$ cat src/rtl/mem_ctrl_pkg.sv
// Shared definitions for the byte-serial memory controller.
// No logic of its own: widths, size codes and FSM encoding only.
// Imported by mem_ctrl; the helper has no timing or flow-control behaviour.
package mem_ctrl_pkg;

    localparam int DATA_W = 8;
    localparam int ADDR_W = 32;

    // Access size code; byte count is code + 1
    typedef enum logic [1:0] {
        STAGE_B = 2'b00,
        STAGE_H = 2'b01,
        STAGE_T = 2'b10,
        STAGE_W = 2'b11
    } stage_t;

    typedef enum logic [1:0] {
        IDLE  = 2'b00,
        READ  = 2'b01,
        WRITE = 2'b10,
        DONE  = 2'b11
    } state_t;

    // Which requester owns the transaction in flight
    typedef enum logic [1:0] {
        SRC_MEM_RD = 2'b00,
        SRC_MEM_WR = 2'b01,
        SRC_IF     = 2'b10
    } src_t;

    // Number of bytes moved for a given size code (1..4)
    function automatic logic [2:0] byte_count(input logic [1:0] stage);
        return {1'b0, stage} + 3'd1;
    endfunction

endpackage

$ cat src/rtl/mem_ctrl.sv
// Arbitrates MEM load/store and instruction fetch onto a byte-wide synchronous RAM.
// Latency: read done at T+N+2, write done at T+N+1 after acceptance cycle T.
// Backpressure: one transaction at a time; requests are only sampled in IDLE and must be held until then.
module mem_ctrl
    import mem_ctrl_pkg::*;
(
    input  logic              clk,
    input  logic              rst,
    input  logic              mem_re_req,
    input  logic              mem_wr_req,
    input  logic [ADDR_W-1:0] mem_addr,
    input  logic [1:0]        mem_stage,
    input  logic [31:0]       mem_wr_data,
    output logic [31:0]       mem_re_data,
    output logic              mem_re_done,
    output logic              mem_wr_done,
    input  logic              if_req,
    input  logic [ADDR_W-1:0] if_addr,
    output logic [31:0]       if_data,
    output logic              if_done,
    output logic [ADDR_W-1:0] ram_a,
    output logic [DATA_W-1:0] ram_dout,
    output logic              ram_wr,
    input  logic [DATA_W-1:0] ram_din
);

    state_t              state, state_nx;
    src_t                src_r, src_nx;
    logic [ADDR_W-1:0]   addr_r, addr_nx;
    logic [2:0]          n_r, n_nx;
    logic [2:0]          i_r, i_nx;
    logic [31:0]         wdat_r, wdat_nx;
    logic [31:0]         asm_r, asm_nx;

    logic [ADDR_W-1:0]   ram_a_nx;
    logic [DATA_W-1:0]   ram_dout_nx;
    logic                ram_wr_nx;
    logic                mem_re_done_nx, mem_wr_done_nx, if_done_nx;
    logic [31:0]         mem_re_data_nx, if_data_nx;

    // i_r is the byte index on the address bus; the RAM returns it one cycle later
    logic [2:0]          i_inc;
    logic [1:0]          lane;
    assign i_inc = i_r + 3'd1;
    assign lane  = i_r[1:0] - 2'd1;

    // Next-state and next-output logic; every output is registered below
    always_comb begin
        state_nx       = state;
        src_nx         = src_r;
        addr_nx        = addr_r;
        n_nx           = n_r;
        i_nx           = i_r;
        wdat_nx        = wdat_r;
        asm_nx         = asm_r;
        ram_a_nx       = '0;
        ram_dout_nx    = '0;
        ram_wr_nx      = 1'b0;
        mem_re_done_nx = 1'b0;
        mem_wr_done_nx = 1'b0;
        if_done_nx     = 1'b0;
        mem_re_data_nx = mem_re_data;
        if_data_nx     = if_data;

        case (state)
            IDLE: begin
                if (mem_wr_req) begin
                    state_nx    = WRITE;
                    src_nx      = SRC_MEM_WR;
                    addr_nx     = mem_addr;
                    n_nx        = byte_count(mem_stage);
                    wdat_nx     = mem_wr_data;
                    i_nx        = 3'd0;
                    ram_wr_nx   = 1'b1;
                    ram_a_nx    = mem_addr;
                    ram_dout_nx = mem_wr_data[7:0];
                end else if (mem_re_req) begin
                    state_nx = READ;
                    src_nx   = SRC_MEM_RD;
                    addr_nx  = mem_addr;
                    n_nx     = byte_count(mem_stage);
                    i_nx     = 3'd0;
                    asm_nx   = '0;
                    ram_a_nx = mem_addr;
                end else if (if_req) begin
                    state_nx = READ;
                    src_nx   = SRC_IF;
                    addr_nx  = if_addr;
                    n_nx     = 3'd4;
                    i_nx     = 3'd0;
                    asm_nx   = '0;
                    ram_a_nx = if_addr;
                end
            end

            READ: begin
                // Byte i_r-1 is on ram_din this cycle
                if (i_r != 3'd0) begin
                    asm_nx[{lane, 3'b000} +: 8] = ram_din;
                end
                if (i_r == n_r) begin
                    state_nx = DONE;
                    if (src_r == SRC_IF) begin
                        if_done_nx = 1'b1;
                        if_data_nx = asm_nx;
                    end else begin
                        mem_re_done_nx = 1'b1;
                        mem_re_data_nx = asm_nx;
                    end
                end else if (i_inc == n_r) begin
                    // Last address already issued; spend one cycle catching its data
                    i_nx = i_inc;
                end else begin
                    i_nx     = i_inc;
                    ram_a_nx = addr_r + {{(ADDR_W-3){1'b0}}, i_inc};
                end
            end

            WRITE: begin
                if (i_inc == n_r) begin
                    state_nx       = DONE;
                    mem_wr_done_nx = 1'b1;
                end else begin
                    i_nx        = i_inc;
                    ram_wr_nx   = 1'b1;
                    ram_a_nx    = addr_r + {{(ADDR_W-3){1'b0}}, i_inc};
                    ram_dout_nx = wdat_r[{i_inc[1:0], 3'b000} +: 8];
                end
            end

            DONE: begin
                // Single-cycle gap so a held request is re-sampled as a new transaction
                state_nx = IDLE;
            end

            default: state_nx = IDLE;
        endcase
    end

    // State, datapath and output registers; reset aborts silently
    always_ff @(posedge clk or negedge rst) begin
        if (!rst) begin
            state       <= IDLE;
            src_r       <= SRC_MEM_RD;
            addr_r      <= '0;
            n_r         <= '0;
            i_r         <= '0;
            wdat_r      <= '0;
            asm_r       <= '0;
            ram_a       <= '0;
            ram_dout    <= '0;
            ram_wr      <= 1'b0;
            mem_re_done <= 1'b0;
            mem_wr_done <= 1'b0;
            if_done     <= 1'b0;
            mem_re_data <= '0;
            if_data     <= '0;
        end else begin
            state       <= state_nx;
            src_r       <= src_nx;
            addr_r      <= addr_nx;
            n_r         <= n_nx;
            i_r         <= i_nx;
            wdat_r      <= wdat_nx;
            asm_r       <= asm_nx;
            ram_a       <= ram_a_nx;
            ram_dout    <= ram_dout_nx;
            ram_wr      <= ram_wr_nx;
            mem_re_done <= mem_re_done_nx;
            mem_wr_done <= mem_wr_done_nx;
            if_done     <= if_done_nx;
            mem_re_data <= mem_re_data_nx;
            if_data     <= if_data_nx;
        end
    end

endmodule

$ cat config.mk
export PLATFORM = sky130hd
export DESIGN_NAME = mem_ctrl
export DESIGN_NICKNAME = d
export VERILOG_FILES = /design/src/rtl/mem_ctrl_pkg.sv /design/src/rtl/mem_ctrl.sv
export SDC_FILE = /design/constraint.sdc
export NUM_CORES = 1
export LEC_CHECK = 0
export CAP_MARGIN = 20
export CORE_ASPECT_RATIO = 1.2
export CORE_UTILIZATION = 28
export CTS_BUF_LIST = sky130_fd_sc_hd__clkbuf_16
export DETAILED_ROUTE_END_ITERATION = 6
export PLACE_DENSITY = 0.51
export SLEW_MARGIN = 20
export SYNTH_ARGS = -nofsm -noshare
export SYNTH_HDL_FRONTEND = slang
export SYNTH_SLANG_ARGS = --single-unit
$ cat constraint.sdc
create_clock -name clk -period 3.6 [get_ports clk]
set_clock_uncertainty 0.2 [all_clocks]
set_input_delay 0.9 -clock clk [delete_from_list [all_inputs] [get_ports clk]]
set_output_delay 0.9 -clock clk [all_outputs]
set_load 0.03 [all_outputs]
==> results.md <==
| Parameter | This run |
|:---|:---|
| Sequential element share of the synthesized area | 55.1% |
| Antenna viol nets, final | 0 |
| Final-layout setup total negative slack | 0 ns |
| Number of antenna violations at the first check in global routing | 0 |
| Worst path required time | 3.78 ns |
| Post-synthesis instance total | 1003 |
| Count of standard-cell rows | 74 |
| Leakage power of the design | 5.58 nW |
| Area occupied by multi-input gates | 0.00404 sq mm |
| Async set or reset register ratio after synthesis | 100% |
| TritonCTS buffer count | 24 |
| Pre-Repair DR Iteration Count | 5 |
| Finish-stage setup viols | 0 |
| Share of final-layout standard cells stronger than drive strength 1 | 6.54% |
| Area of the core | 0.0341 sq mm |
| Total Nets Final | 1331 |
| Power share of the sequential group | 33.5% |
| Sw Pwr | 0.00500 W |
| Register Area | 0.00536 sq mm |
| Main flop type after synthesis | sky130_fd_sc_hd__dfrtp_1 |
| Routability congestion estimate from global placement | 0.838 |
| Number of input and output port buffers inserted | 218 |
| Class of the most critical hold timing path | input pin to asynchronous set/reset pin |
| Area share of the leading cell type in the synthesized netlist | 55.1% |
| Vias | 8112 |
| Critical path startpoint category | flop |
| Htree depth | 1 |
| Yosys warning count | 0 |
| Crit share post-route | 90.3% |
| Crit path top cell by count | sky130_fd_sc_hd__inv_1 |
| Vias in the first global route | 8185 |
| CP Buf/Inv Count | 2 |
| Top delay family on crit path | adder cells |
| Post-Syn Nets | 1129 |
| Post-CTS setup-driven buffer insertion count | 0 |
| Final critical-path required period | 3.25 ns |
| Slowest library cell on the worst path | sky130_fd_sc_hd__dfrtp_1 |
| Clock tree from TritonCTS | done |
| Largest net degree at the start of global routing | 66 |
| Biggest area consumer among synthesized cells | sky130_fd_sc_hd__dfrtp_1 |
| Rel. slew slack | 47.7% |
| Count of unresolved DRC violations after routing | 0 |
| Worst setup startpoint | i_r[0]$_DFFE_PN0P_ |
| Final Non-Filler Cells | 1679 |
| Number of synthesized register bits | 214 |
| Die ar. | 0.0354 sq mm |
| Run status | complete, no violations |
| Clock root cell | sky130_fd_sc_hd__clkbuf_16 |
| Area contributors post-synth | sky130_fd_sc_hd__dfrtp_1 (55%), sky130_fd_sc_hd__nand2_1 (9.2%), sky130_fd_sc_hd__a21oi_1 (5.4%) |
| Starting utilization of the core area | 28.5% |
| Aggregate global routing overflow | 0 |
| Slew Viols, Final | 0 |
| Layout fillers | 3480 |
| Clock input transition at the sequential cells of the worst setup and hold paths | 0.06 ns |
| Antenna Cells | 0 |
| Global-route usage over all layers | 16.7% |
| Detailed Route Iter0 Violations | 498 |
| Routed Wire Length | 29.3 mm |
| Ordered cell list for the critical path | inv_1 -> ha_1 -> inv_1 -> fa_1 -> nor2b_1 -> o2111ai_1 -> nor2_1 -> xnor2_1 -> o22ai_1 |
| Power density cells | 907 mW/mm^2 |
| Max FO, Critical Path | 10 |
| Total half-perimeter wirelength after legalization and detailed placement | 20.6 mm |
| Power Internal | 0.00698 W |
| Total of max-cap violations | 0 |
| Share of total power in combinational logic | 45.8% |
| Post-CTS Resized | 0 |
| Insertion delay to the later sink of the worst-skew pair | 0.52 ns |
| Drt via density | 4.83 |
| Number of placed I/O pins | 219 |
| Number of buffers inserted for hold repair after clock tree synthesis | 0 |
| CP Class | flop to flop |
| Number of enable flip-flop cells after synthesis | 0 |
| Die Ht | 206 um |
| Unrepaired setup endpoints after global routing | no |
| WL per Instance | 17.4 um |
| Switching Fraction | 41.8% |
| Worst-case vdd ir drop | 0.353 mV |
| Relative area change from synthesis to final layout | 36.1% |
| Max Buffers Root-to-Sink | 3 |
| Pin slew with the least headroom to its limit | 0.784 ns |
| Die width | 172 um |
| Cell Count Post-Placement | 1635 |
| Number of distinct library cell variants in the gate-level netlist after synthesis | 56 |
| Number of hold-slack violations in the final timing report | 0 |
| Signal arrival time at the worst endpoint | 3.44 ns |
| Number of sinks handled by clock tree synthesis | 214 |
| Worst reg2reg startpoint | i_r[0]$_DFFE_PN0P_ |
| Max Freq | 308 MHz |
| Critical path's largest stage delay | 0.53 ns |
| Average footprint of a synthesized cell | 9.68 sq um |
| Crit. End Element | flop |
| Synth Cell Area | 0.00971 sq mm |
| First-pass GRT wire length | 46.4 mm |
| Clock power share | 20.7% |
==> cells by family (layout without fill, tap and decap cells) <==
| kind of cell | after synthesis | count (layout) | synth area share, % |
|---|---|---|---|
| mux | 10 | 10 | 2.09 |
| xor+xnor | 29 | 29 | 2.77 |
| flops | 214 | 214 | 55.1 |
| compound gates | 259 | 259 | 16.6 |
| simple gates | 396 | 396 | 17.6 |
| buf+inv | 80 | 300 | 3.71 |
| fa+ha+maj | 15 | 15 | 2.01 |
==> state kept, by name (all words and copies together) (netlist names), 2 cells and up <==
name / cells
ram_dout: 8
i_r: 3
wdat_r: 32
if_data: 32
asm_r: 32
ram_a: 32
n_r: 3
mem_re_data: 32
addr_r: 32
state: 2
src_r: 2
==> area by class of cell <==
class                           count  share of cell area (%)
Clock inverter                     19                    1.32
Timing Repair Buffer              237                    18.0
Sequential cell                   214                    40.5
Multi-Input combinational cell    709                    30.5
Inverter                           19                   0.540
Tap cell                          456                    4.32
Clock buffer                       25                    4.73
==> routing by layer <==
layer | wire length (um) | up-vias | global-route usage (%)
li1 | - | 3910 | -
met1 | 12600 | 3963 | 22.0
met2 | 14800 | 197 | 28.7
met3 | 1400 | 42 | 2.59
met4 | 464 | 0 | 3.45
met5 | 0 | - | 0
==> path summary, 6_finish.rpt <==
| path | endpoint | depth (start not counted) | slack (ns) |
|---|---|---|---|
| max | ram_a[20]$_DFF_PN0_ | 9 | 0.35 |
| min | wdat_r[20]$_DFFE_PN0P_ | 1 | 0.13 |
| max reg2reg | ram_a[20]$_DFF_PN0_ | 9 | 0.35 |
| min reg2reg | wdat_r[19]$_DFFE_PN0P_ | 2 | 0.27 |
| max in group asynchronous | mem_re_data[8]$_DFFE_PN0P_ | 2 | 2.32 |
| min in group clk | wdat_r[19]$_DFFE_PN0P_ | 2 | 0.27 |
==> Yosys cell counts (10+ instances only) <==
cell type,n
sky130_fd_sc_hd__a21oi_1,105
sky130_fd_sc_hd__a22oi_1,16
sky130_fd_sc_hd__buf_2,15
sky130_fd_sc_hd__clkbuf_1,38
sky130_fd_sc_hd__dfrtp_1,214
sky130_fd_sc_hd__ha_1,14
sky130_fd_sc_hd__inv_1,19
sky130_fd_sc_hd__nand2_1,237
sky130_fd_sc_hd__nand3_1,16
sky130_fd_sc_hd__nand4_1,10
sky130_fd_sc_hd__nor2_1,74
sky130_fd_sc_hd__nor3_1,19
sky130_fd_sc_hd__o21ai_0,52
sky130_fd_sc_hd__o221ai_1,32
sky130_fd_sc_hd__o22ai_1,13
sky130_fd_sc_hd__xnor2_1,15
sky130_fd_sc_hd__xor2_1,13
==> through the flow <==
step	util, %	power (W)	instance area [sq um]	setup WS, ns	hold WS [ns]
2_1_floorplan	-	0.00749	9710	0.724	0.240
4_1_cts	38.8	0.0122	13200	0.304	0.142
6_report	38.8	0.0120	13200	0.348	0.135
3_5_place_dp	36.4	0.00962	12400	0.327	0.259
5_1_grt	38.8	0.0128	13200	0.0566	0.159
3_3_place_gp	36.4	0.00955	12400	0.429	0.254
==> power groups by stage <==
stage	registers [W]	clock network (W)	logic, W
6_report	0.00401	0.00248	0.00549
5_1_grt	0.00414	0.00264	0.00605
4_1_cts	0.00403	0.00256	0.00557
3_5_place_dp	0.00406	0	0.00556
3_3_place_gp	0.00406	0	0.00549
2_1_floorplan	0.00485	0	0.00265
==> placed cells by master, fill, tap and decap left out, types with 15 or more instances in the layout <==
master	instances
sky130_fd_sc_hd__inv_1	23
sky130_fd_sc_hd__nor3_1	18
sky130_fd_sc_hd__xnor2_1	15
sky130_fd_sc_hd__o221ai_1	32
sky130_fd_sc_hd__nor2_1	73
sky130_fd_sc_hd__nand2_1	237
sky130_fd_sc_hd__o21ai_0	52
sky130_fd_sc_hd__a22oi_1	16
sky130_fd_sc_hd__a21oi_1	103
sky130_fd_sc_hd__clkdlybuf4s50_1	217
sky130_fd_sc_hd__clkbuf_16	25
sky130_fd_sc_hd__dfrtp_1	214
sky130_fd_sc_hd__nand3_1	16
sky130_fd_sc_hd__buf_4	15
Power figures use the tool's default switching activity.
